`config.mk`:
```
export PLATFORM = sky130hd
export DESIGN_NAME = hazard_ctrl_flat
export DESIGN_NICKNAME = d
export VERILOG_FILES = /design/src/rtl/hazard_if.sv /design/src/rtl/hazard_ctrl.sv /design/src/flat_wrapper.sv
export SDC_FILE = /design/constraint.sdc
export NUM_CORES = 1
export LEC_CHECK = 0
export BUFFER_PORTS_ARGS = -buffer_cell sky130_fd_sc_hd__buf_2
export CAP_MARGIN = 20
export CORE_UTILIZATION = 45
export CTS_CLUSTER_SIZE = 20
export DETAILED_ROUTE_END_ITERATION = 12
export PLACE_DENSITY_LB_ADDON = 0.15
export SKIP_LAST_GASP = 1
export SYNTH_ARGS = -nofsm -noshare
export SYNTH_HDL_FRONTEND = slang
export SYNTH_SLANG_ARGS = --single-unit
```
`constraint.sdc`:
```
create_clock -name clk -period 2.4 [get_ports clk]
set_clock_uncertainty 0.1 [all_clocks]
set_input_delay 0.24 -clock clk [delete_from_list [all_inputs] [get_ports clk]]
set_output_delay 0.24 -clock clk [all_outputs]
set_load 0.01 [all_outputs]
```
`src/rtl/hazard_if.sv`:
```
// Bundle between the pipeline and the hazard controller: ID/EX status in,
// stage-register control and registered halt/statistics out.
interface hazard_if #(
  parameter int CNT_W = 16
);
  logic [3:0]       id_rs_reg;
  logic [3:0]       id_rt_reg;
  logic             id_uses_rs;
  logic             id_uses_rt;
  logic             ex_memread;
  logic [3:0]       ex_rd;
  logic             ex_WriteReg;
  logic             ex_hlt;
  logic             branch_taken;
  logic             mem_busy;

  logic             pc_wen;
  logic             if_id_stall_n;
  logic             id_ex_stall_n;
  logic             if_id_flush;
  logic             halted;
  logic             mem_err;
  logic [CNT_W-1:0] stall_cycles;
  logic [CNT_W-1:0] flush_count;

  modport master (
    output id_rs_reg, id_rt_reg, id_uses_rs, id_uses_rt, ex_memread, ex_rd,
           ex_WriteReg, ex_hlt, branch_taken, mem_busy,
    input  pc_wen, if_id_stall_n, id_ex_stall_n, if_id_flush, halted, mem_err,
           stall_cycles, flush_count
  );

  modport slave (
    input  id_rs_reg, id_rt_reg, id_uses_rs, id_uses_rt, ex_memread, ex_rd,
           ex_WriteReg, ex_hlt, branch_taken, mem_busy,
    output pc_wen, if_id_stall_n, id_ex_stall_n, if_id_flush, halted, mem_err,
           stall_cycles, flush_count
  );
endinterface

```
`src/rtl/hazard_ctrl.sv`:
```
// Pipeline stall/flush controller: load-use interlock, branch flush, memory
// freeze with timeout, HLT handling and saturating stall/flush statistics.
module hazard_ctrl #(
  parameter int CNT_W       = 16,
  parameter int MEM_TIMEOUT = 255
) (
  input  logic     clk,
  input  logic     rst,
  hazard_if.slave  hz
);

  typedef enum logic [1:0] {RUN, MEM_WAIT, HALT} state_e;

  state_e           state_q, state_d;
  logic [7:0]       wait_cnt_q, wait_cnt_d;
  logic             halted_q, halted_d;
  logic             mem_err_q, mem_err_d;
  logic [CNT_W-1:0] stall_q, stall_d;
  logic [CNT_W-1:0] flush_q, flush_d;

  logic pc_wen, if_id_stall_n, id_ex_stall_n, if_id_flush;
  logic lu_hit;

  assign lu_hit = hz.ex_memread & hz.ex_WriteReg & (hz.ex_rd != 4'd0) &
                  ((hz.id_uses_rs & (hz.id_rs_reg == hz.ex_rd)) |
                   (hz.id_uses_rt & (hz.id_rt_reg == hz.ex_rd)));

  // NOTE: every variable gets a default before the case so no path can infer a latch.
  always_comb begin
    state_d       = state_q;
    wait_cnt_d    = wait_cnt_q;
    mem_err_d     = mem_err_q;
    pc_wen        = 1'b0;
    if_id_stall_n = 1'b0;
    id_ex_stall_n = 1'b0;
    if_id_flush   = 1'b0;

    if (state_q == HALT) begin
      state_d = HALT;
    end else if (state_q == MEM_WAIT && hz.mem_busy) begin
      wait_cnt_d = wait_cnt_q + 8'd1;
      if (wait_cnt_q == 8'(MEM_TIMEOUT)) begin
        state_d   = HALT;
        mem_err_d = 1'b1;
      end
    end else begin
      // A MEM_WAIT cycle whose memory just became ready behaves as RUN.
      state_d    = RUN;
      wait_cnt_d = 8'd0;
      if (hz.mem_busy) begin
        state_d    = MEM_WAIT;
        wait_cnt_d = 8'd1;
      end else if (hz.ex_hlt) begin
        id_ex_stall_n = 1'b1;
        state_d       = HALT;
      end else if (lu_hit) begin
        id_ex_stall_n = 1'b1;
      end else begin
        pc_wen        = 1'b1;
        if_id_stall_n = 1'b1;
        id_ex_stall_n = 1'b1;
        if_id_flush   = hz.branch_taken;
      end
    end

    halted_d = (state_d == HALT);

    stall_d = stall_q;
    flush_d = flush_q;
    if (state_q != HALT) begin
      if (!pc_wen && stall_q != '1) stall_d = stall_q + 1'b1;
      if (if_id_flush && flush_q != '1) flush_d = flush_q + 1'b1;
    end

    if (rst) begin
      pc_wen        = 1'b0;
      if_id_stall_n = 1'b0;
      id_ex_stall_n = 1'b0;
      if_id_flush   = 1'b0;
    end
  end

  // NOTE: state uses non-blocking assignments so all registers update from pre-edge values.
  always_ff @(posedge clk) begin
    if (rst) begin
      state_q    <= RUN;
      wait_cnt_q <= 8'd0;
      halted_q   <= 1'b0;
      mem_err_q  <= 1'b0;
      stall_q    <= '0;
      flush_q    <= '0;
    end else begin
      state_q    <= state_d;
      wait_cnt_q <= wait_cnt_d;
      halted_q   <= halted_d;
      mem_err_q  <= mem_err_d;
      stall_q    <= stall_d;
      flush_q    <= flush_d;
    end
  end

  assign hz.pc_wen        = pc_wen;
  assign hz.if_id_stall_n = if_id_stall_n;
  assign hz.id_ex_stall_n = id_ex_stall_n;
  assign hz.if_id_flush   = if_id_flush;
  assign hz.halted        = halted_q;
  assign hz.mem_err       = mem_err_q;
  assign hz.stall_cycles  = stall_q;
  assign hz.flush_count   = flush_q;

endmodule

```
`src/flat_wrapper.sv`:
```
// flat-port wrapper written by rule: the top's interface ports become plain ports
module hazard_ctrl_flat 
#(
  parameter int CNT_W       = 16,
  parameter int MEM_TIMEOUT = 255
)
  (clk, rst, hz_id_rs_reg, hz_id_rt_reg, hz_id_uses_rs, hz_id_uses_rt, hz_ex_memread, hz_ex_rd, hz_ex_WriteReg, hz_ex_hlt, hz_branch_taken, hz_mem_busy, hz_pc_wen, hz_if_id_stall_n, hz_id_ex_stall_n, hz_if_id_flush, hz_halted, hz_mem_err, hz_stall_cycles, hz_flush_count);
  hazard_if #(.CNT_W(CNT_W)) hz_i ();
  input  logic clk;
  input  logic rst;
  input wire logic [$bits(hz_i.id_rs_reg)-1:0] hz_id_rs_reg;
  input wire logic [$bits(hz_i.id_rt_reg)-1:0] hz_id_rt_reg;
  input wire logic [$bits(hz_i.id_uses_rs)-1:0] hz_id_uses_rs;
  input wire logic [$bits(hz_i.id_uses_rt)-1:0] hz_id_uses_rt;
  input wire logic [$bits(hz_i.ex_memread)-1:0] hz_ex_memread;
  input wire logic [$bits(hz_i.ex_rd)-1:0] hz_ex_rd;
  input wire logic [$bits(hz_i.ex_WriteReg)-1:0] hz_ex_WriteReg;
  input wire logic [$bits(hz_i.ex_hlt)-1:0] hz_ex_hlt;
  input wire logic [$bits(hz_i.branch_taken)-1:0] hz_branch_taken;
  input wire logic [$bits(hz_i.mem_busy)-1:0] hz_mem_busy;
  output wire logic [$bits(hz_i.pc_wen)-1:0] hz_pc_wen;
  output wire logic [$bits(hz_i.if_id_stall_n)-1:0] hz_if_id_stall_n;
  output wire logic [$bits(hz_i.id_ex_stall_n)-1:0] hz_id_ex_stall_n;
  output wire logic [$bits(hz_i.if_id_flush)-1:0] hz_if_id_flush;
  output wire logic [$bits(hz_i.halted)-1:0] hz_halted;
  output wire logic [$bits(hz_i.mem_err)-1:0] hz_mem_err;
  output wire logic [$bits(hz_i.stall_cycles)-1:0] hz_stall_cycles;
  output wire logic [$bits(hz_i.flush_count)-1:0] hz_flush_count;
  assign hz_i.id_rs_reg = hz_id_rs_reg;
  assign hz_i.id_rt_reg = hz_id_rt_reg;
  assign hz_i.id_uses_rs = hz_id_uses_rs;
  assign hz_i.id_uses_rt = hz_id_uses_rt;
  assign hz_i.ex_memread = hz_ex_memread;
  assign hz_i.ex_rd = hz_ex_rd;
  assign hz_i.ex_WriteReg = hz_ex_WriteReg;
  assign hz_i.ex_hlt = hz_ex_hlt;
  assign hz_i.branch_taken = hz_branch_taken;
  assign hz_i.mem_busy = hz_mem_busy;
  assign hz_pc_wen = hz_i.pc_wen;
  assign hz_if_id_stall_n = hz_i.if_id_stall_n;
  assign hz_id_ex_stall_n = hz_i.id_ex_stall_n;
  assign hz_if_id_flush = hz_i.if_id_flush;
  assign hz_halted = hz_i.halted;
  assign hz_mem_err = hz_i.mem_err;
  assign hz_stall_cycles = hz_i.stall_cycles;
  assign hz_flush_count = hz_i.flush_count;
  hazard_ctrl #(.CNT_W(CNT_W), .MEM_TIMEOUT(MEM_TIMEOUT)) u_core (.clk(clk), .rst(rst), .hz(hz_i));
endmodule
```
Yosys cells after proc, flatten, opt, wreduce, memory -nomap -nowiden
Index checks and enable logic that the tools add are counted.
W data, S select, Z words.
{"block": "classes", "bitwise": 7, "mux": 23, "n_reduce_logical": 8, "n_addsub": 3, "n_eq_ne": 9}
{"operator": "$add A16 B1 Y16 const B", "count": 2}
{"operator": "$ne A16 B16 Y1 const B", "count": 2}
{"operator": "$mux W1", "count": 17}
{"operator": "$mux W2", "count": 5}
{"operator": "$add A8 B1 Y8 const B", "count": 1}
{"operator": "$eq A4 B4 Y1", "count": 2}
{"operator": "$eq A8 B8 Y1 const B", "count": 1}
{"operator": "$mux W8", "count": 1}
{"operator": "$and A1 B1 Y1", "count": 5}
{"operator": "$eq A2 B2 Y1 const B", "count": 2}
{"operator": "$reduce_and A2 Y1", "count": 2}
{"operator": "$reduce_bool A4 Y1", "count": 1}
{"operator": "$logic_and A1 B1 Y1", "count": 3}
{"operator": "$reduce_and A3 Y1", "count": 1}
{"operator": "$eq A2 B1 Y1 const B", "count": 1}
{"operator": "$ne A2 B2 Y1 const B", "count": 1}
{"operator": "$logic_not A1 Y1", "count": 1}
{"operator": "$not A1 Y1", "count": 1}
{"operator": "$or A1 B1 Y1", "count": 1}
{"block": "word_totals", "elab_cells": 56, "out_inout_bits": 38, "register_bits": 44, "in_bits": 21}

Depth between registers and ports, before layout
Gate-level depths: netlist of run 1.
{"block": "depth", "depth_word": 12, "ltp_mapped": 8}

Least setup slack after synthesis of run 1
Ideal clock, no wire load.
{"block": "synth_path", "path_kind": "reg2reg", "from": "register u_core.flush_q[0] (netlist: u_core.hz.flush_count[0])", "to": "register u_core.flush_q[5] (netlist: u_core.hz.flush_count[5])", "synth_period_minus_slack_ps": 2006, "setup_ps": 123, "required_ps": 2177, "path_stages_with_launch": 8, "n_path_buf": 0, "setup_slack_ps": 394, "arrival_time_ps": 1783, "cell_sequence": "dfxtp_1 > ha_1 > nand2_1 > nor4_2 > nand2_1 > nand2_1 > nor3_1 > mux2_1"}
{"block": "synth_between", "elab_chain_cells": 3}
{"item": "from (decl)", "line": "hazard_ctrl.sv:19", "text": "logic [CNT_W-1:0] flush_q, flush_d;"}
{"item": "from (signal assigned)", "line": "hazard_ctrl.sv:98", "text": "flush_q <= flush_d;"}
{"item": "branches (longest 3 deep; another with $add A16 B1 Y16)"}
Several ways; the timed one is not identified.
A chain may end at the register's enable or synchronous reset.

Worst setup path in the final report of run 1
{"block": "layout_path", "from": "register u_core.stall_q[0] (netlist: u_core.hz.stall_cycles[0])", "to": "register u_core.stall_q[15] (netlist: u_core.hz.stall_cycles[15])"}
{"block": "layout_between", "elab_chain_cells": 3}
{"item": "from (decl)", "line": "hazard_ctrl.sv:18", "text": "logic [CNT_W-1:0] stall_q, stall_d;"}
{"item": "from (signal assigned)", "line": "hazard_ctrl.sv:97", "text": "stall_q <= stall_d;"}
{"item": "branches (longest 3 deep; another with $add A16 B1 Y16)"}
Several ways; the timed one is not identified.

==> results.ini, run 1 <==
[layout]
drive_gt1_share_pct=25.5
stdcell_count=423
nets=376
ff_latch_area_um2=881
num_antenna_cells=0
final_cell_mix=buf_2 (58), dfxtp_1 (44), a21oi_1 (33), nor2_1 (30), nand2_1 (23)
n_fill_cell=500
multi_input_area_mm2=0.00142
final_util_pct=56.2
final_common_cell=buf_2
area_growth_syn_to_layout_pct=19.7

[outcome]
outcome=completed

[timing]
final.setup.tns_ps=0
setup_viol=0
min_period_ps=2200
fin_crit_sh_pct=91.7
tightestPinTransition_ps=810
slew-limit-headroom_pct=46.0
rsz0062_at_grt=false
drv_slew=0
hold_violations=0
maxClockFrequency_mhz=454
layout_setup_ws_ps=198

[logic_synthesis]
ys_types=45
synth_fp_nets=320
yosys-top-cells-area=dfxtp_1 (37%), a21oi_1 (6.9%), nor2_1 (4.7%)
syn_area_mm2=0.00240
postSynthAreaPerCell_um2=8.10
ys_seq_elements=44
async_reset_ff_share_pct=0
synthFlopType=dfxtp_1
yosys.area.top_type=dfxtp_1
ys_warn_count=0
ys_seq_area_share_pct=36.7
yosysTopAreaCellShare_pct=36.7
synthCells=296
synth-edff-count=0

[critical_path]
cp.arrival_ps=2330
critical_path.max_stage_delay_ps=410
worstPathRequired_ps=2530
end_kind=flop
startpoint_type=flop
critical_path.cell_chain=ha_1, and3_4, a41o_2, nand2b_4, or4_1, a21oi_1
cp_max_fo=23
critical-path-slowest-cell=a41o_2
crit_type=flop to flop

[job]
maxCapViolations=0

[power]
switchingPower_uw=355
vdd_drop_max_mv=0.263
powerDensity_mw_per_mm2=529
pwr-share-clk_pct=41.2
p_sw_share_pct=23.4
comb_power_share_pct=9.2
power_mw=1.52
internal_power_mw=1.16
seqPwrFrac_pct=49.6
leakage_nw=1.14

[clock_tree]
cts_tree=built
ctsHtreeMaxLevel=2
clock_sinks=44
cts_root_buf=clkbuf_8
cts_buffer_depth=2
clk_latency_ps=300
clk_pin_slew_ps=80
cts_buffers=5

[global_routing]
track_usage_pct=19.7
gr-total-overflow=0
first_global_vias=1951
grt_pass1_wl_mm=8.55
antenna_found_initial=0
grt_max_degree=47

[place]
portBuffers=58
place_congestion=0.786
pre_cts_ws_ps=125
dpl.cell_count=414
hpwlAfterDp_mm=3.80

[floorplanning]
core_mm2=0.00511
io_pins=59
die-area_mm2=0.00562
num_rows=26
die_h_um=75.0
die_width_um=75.0
initial_utilization_pct=46.9

[drt]
drtAntennaViolNets=0
wl_per_cell_um=13.2
vias=2341
vias_per_cell=5.53
drt_iter0_drc=120
firstDrtPassIters=4
wl_mm=5.60
drc_errors=0

[worst_hold_path]
hold_class=primary input to flop

## worst max-delay path, delay by kind of cell, from the launching register on
kind | cells | cell delay [ps]
simple gates | 3 | 830
fa+ha+maj | 1 | 250
compound gates | 2 | 580
flops | 1 | 360
## Yosys cell counts, drive strengths merged (4+ instances only)
cell type  count
nor2b         10
and3           6
o21ai         11
nand3         17
dfxtp         44
or4           14
a21oi         33
clkbuf         8
inv            6
nand4         11
nand2b         4
nand2         23
xor2           6
o31ai         14
and4           4
nor3           7
nor2          30
or3            5
mux2           8
buf            8
## flip-flops by register name (all words and copies together), names as in the netlist
register and count:
u_core.hz.flush_count 16, u_core.hz.halted 1, u_core.hz.mem_err 1, u_core.hz.stall_cycles 16
u_core.state_q 2, u_core.wait_cnt_q 8
## logic make-up (layout without fill, tap and decap cells)
family / after synthesis / count (layout) / synth area share [%]
simple gates: 139 / 140 / 31.9
fa+ha+maj: 3 / 3 / 1.57
xor+xnor: 8 / 8 / 2.92
buf+inv: 22 / 78 / 4.70
compound gates: 72 / 72 / 18.4
flops: 44 / 44 / 36.7
mux: 8 / 8 / 3.76
## area by class of cell
class                   count  share of cell area, %
clock inverters             1                   1.05
multi-input cells         231                   49.4
repair buffers             64                   11.7
flip-flops and latches     44                   30.7
well taps                  70                   3.05
clock buffers               7                   3.36
inverters                   6                  0.785
## layer usage
metal  share of wire, %  wire [um]  global-route usage, %  vias to the layer above
li1                   -          -                      -                     1216
met1                 48       2710                   25.5                     1063
met2                 45       2530                   32.7                       55
met3                4.7        262                   3.08                        7
met4                1.6         92                   8.18                        0
met5                  0          0                      0                        -
## metrics by stage
stage / area, um2 / hold slack, ps
global route: 2870 / 190
CTS: 2860 / 142
finish: 2870 / 150
global placement: 2730 / 335
floorplan: 2400 / 298
detailed placement: 2730 / 340
## timing repair
item / in CTS / in global routing
hold buffers: 0 / 0
endpoints found under the hold margin: 0 / 0
setup endpoints to repair: 0 / 4
buffers inserted: 0 / 0
gates resized for setup: 0 / 2
## worst paths after layout
| path | start | to | slack, ps | depth (start not counted) |
|---|---|---|---|---|
| setup reg to reg | u_core.hz.stall_cycles[0]$_SDFFE_PP0P_ | u_core.hz.stall_cycles[15]$_SDFFE_PP0P_ | 200 | 6 |
| setup / recovery | u_core.hz.stall_cycles[0]$_SDFFE_PP0P_ | u_core.hz.stall_cycles[15]$_SDFFE_PP0P_ | 200 | 6 |
| hold / removal | hz_mem_busy | u_core.state_q[0]$_SDFF_PP0_ | 150 | 3 |
| hold reg to reg | u_core.hz.mem_err$_SDFFE_PP0P_ | u_core.hz.mem_err$_SDFFE_PP0P_ | 350 | 2 |
## power by group through the flow
stage | Clock (mW) | Combinational (mW) | Sequential (mW)
2_1_floorplan | 0 | 0.0918 | 0.771
3_5_place_dp | 0 | 0.137 | 0.770
3_3_place_gp | 0 | 0.135 | 0.769
6_report | 0.625 | 0.140 | 0.753
5_1_grt | 0.669 | 0.157 | 0.754
4_1_cts | 0.649 | 0.137 | 0.752
(Power assumes the default switching activity.)
==> run 2, diff against run 1 <==
--- a/config.mk
+++ b/config.mk
@@ -7,10 +7,11 @@
 export LEC_CHECK = 0
 export BUFFER_PORTS_ARGS = -buffer_cell sky130_fd_sc_hd__buf_2
 export CAP_MARGIN = 20
+export CORE_MARGIN = 2
 export CORE_UTILIZATION = 45
 export CTS_CLUSTER_SIZE = 20
 export DETAILED_ROUTE_END_ITERATION = 12
-export PLACE_DENSITY_LB_ADDON = 0.15
+export PLACE_DENSITY = 0.8
 export SKIP_LAST_GASP = 1
 export SYNTH_ARGS = -nofsm -noshare
 export SYNTH_HDL_FRONTEND = slang
==> run 2 against run 1 <==
Compared with the run above: routed wire length is 4.4% higher; register-to-register slack worse by 40 ps; combinational power up 4%; core utilization down 0.60 points; largest cell class unchanged; highest routed layer unchanged.
==> results.ini, run 2 (same netlist as run 1, synthesis figures left out) <==
[outcome]
outcome=completed

[worst_hold_path]
hold_start=hz_mem_busy
whs_path_depth=3
hold_end=u_core.state_q[0]$_SDFF_PP0_
hold_class=primary input to flop

[clock_tree]
ctsHoldBuffers=0
cts_buffers=5
post-cts-setup-buffers=0
clk_pin_slew_ps=80
cts_buffer_depth=2
clock_sinks=44
clk_latency_ps=290
cts_root_buf=clkbuf_8
cts_tree=built
post_cts_resize_count=0
ctsHtreeMaxLevel=2

[layout]
num_antenna_cells=0
multi_input_area_mm2=0.00142
nets=377
area_growth_syn_to_layout_pct=19.2
ff_latch_area_um2=881
drive_gt1_share_pct=25.1
final_cell_mix=buf_2 (58), dfxtp_1 (44), a21oi_1 (33), nor2_1 (30), nand2_1 (23)
n_fill_cell=490
final_common_cell=buf_2

[timing]
drv_slew=0
final.setup.tns_ps=0
min_period_ps=2250
slew-limit-headroom_pct=54.1
tightestPinTransition_ps=688
fin_crit_sh_pct=93.6
hold_violations=0
setup_viol=0
whs_ps=156
rsz0062_at_grt=false
maxClockFrequency_mhz=445
layout_setup_ws_ps=154

[drt]
drc_errors=0
drtAntennaViolNets=0
vias=2456
wl_per_cell_um=13.8
drt_iter0_drc=162
vias_per_cell=5.79
wl_mm=5.84
firstDrtPassIters=4

[critical_path]
crit_type=flop to output pin
critical-path-slowest-cell=and3_4
r2r-start=u_core.hz.stall_cycles[0]$_SDFFE_PP0P_
reg2regPathDepth=6
cp.arrival_ps=1910
r2r_slack_ps=160
r2r_end=u_core.hz.stall_cycles[13]$_SDFFE_PP0P_
critical_path.max_stage_delay_ps=350
end_kind=output pin
startpoint_type=flop
critPathTopFamily=simple AND/OR/NAND/NOR gates
worstPathRequired_ps=2060
critical_path.cell_chain=nor2b_1, buf_4, nor3_2, and3_4, nand2_1, nor2_1, buf_2
cp_max_fo=10
cp_num_buf_inv=2

[place]
place_congestion=0.881
pre_cts_ws_ps=211
portBuffers=58
hpwlAfterDp_mm=3.86

[floorplanning]
initial_utilization_pct=46.6
core_mm2=0.00514
die-area_mm2=0.00593
num_rows=26
die_width_um=77.0
io_pins=59
die_h_um=77.0

[power]
vdd_drop_max_mv=0.267
powerDensity_mw_per_mm2=508
leakage_nw=1.14
power_mw=1.45

[global_routing]
gr-total-overflow=0
track_usage_pct=18.2
antenna_found_initial=0
grt_pass1_wl_mm=8.98
first_global_vias=2052
grt_max_degree=41

[job]
maxCapViolations=0

run 2: final cells by class:
class                   count  area share [%]
clock buffers               6            2.54
well taps                  70            3.06
flip-flops and latches     44            30.8
repair buffers             64            11.7
multi-input cells         232            49.8
inverters                   6           0.788
clock inverters             2            1.23
run 2: worst max path at each step:
stage | slack (ps) | to | from | depth (start not counted)
finish | 150 | hz_if_id_flush | u_core.state_q[1]$_SDFF_PP0_ | 7
global route | 30 | hz_if_id_flush | u_core.state_q[1]$_SDFF_PP0_ | 7
detailed placement | 210 | u_core.hz.stall_cycles[12]$_SDFFE_PP0P_ | u_core.hz.stall_cycles[0]$_SDFFE_PP0P_ | 6
floorplan | 390 | u_core.hz.flush_count[5]$_SDFFE_PP0P_ | u_core.hz.flush_count[0]$_SDFFE_PP0P_ | 7
CTS | 10 | hz_if_id_flush | u_core.state_q[1]$_SDFF_PP0_ | 7
global placement | 280 | u_core.hz.stall_cycles[13]$_SDFFE_PP0P_ | u_core.hz.stall_cycles[0]$_SDFFE_PP0P_ | 6
run 2: metal layers:
metal  track usage [%]  share of wire [%]  up-vias
met4              6.07                1.1        0
met1              23.0                 46     1166
li1                  -                  -     1214
met5                 0                  0        -
met2              30.3                 47       69
met3              4.47                5.6        7
run 2: worst reg2reg max path, delay by kind of cell, from the launching register on:
kind | cells | cell delay, ps
AO/OA/AOI/OAI | 2 | 540
buffers and inverters | 1 | 240
AND/OR/NAND/NOR | 2 | 660
flip-flops | 1 | 360
adder cells (fa/ha/maj) | 1 | 260
run 2: power by group:
part | internal (mW) | total (mW) | switching, mW
registers | 0.740 | 0.753 | 0.0124
clock network | 0.309 | 0.555 | 0.246
logic | 0.0577 | 0.146 | 0.0881
total | 1.11 | 1.45 | 0.346
run 2: through the flow:
step / utilization [%] / area, um2 / cells
after floorplan: - / 2400 / 296
after global placement: 53.1 / 2730 / 414
after detailed placement: 53.1 / 2730 / 414
after CTS: 55.2 / 2840 / 422
after global routing: 55.6 / 2860 / 424
final: 55.6 / 2860 / 424
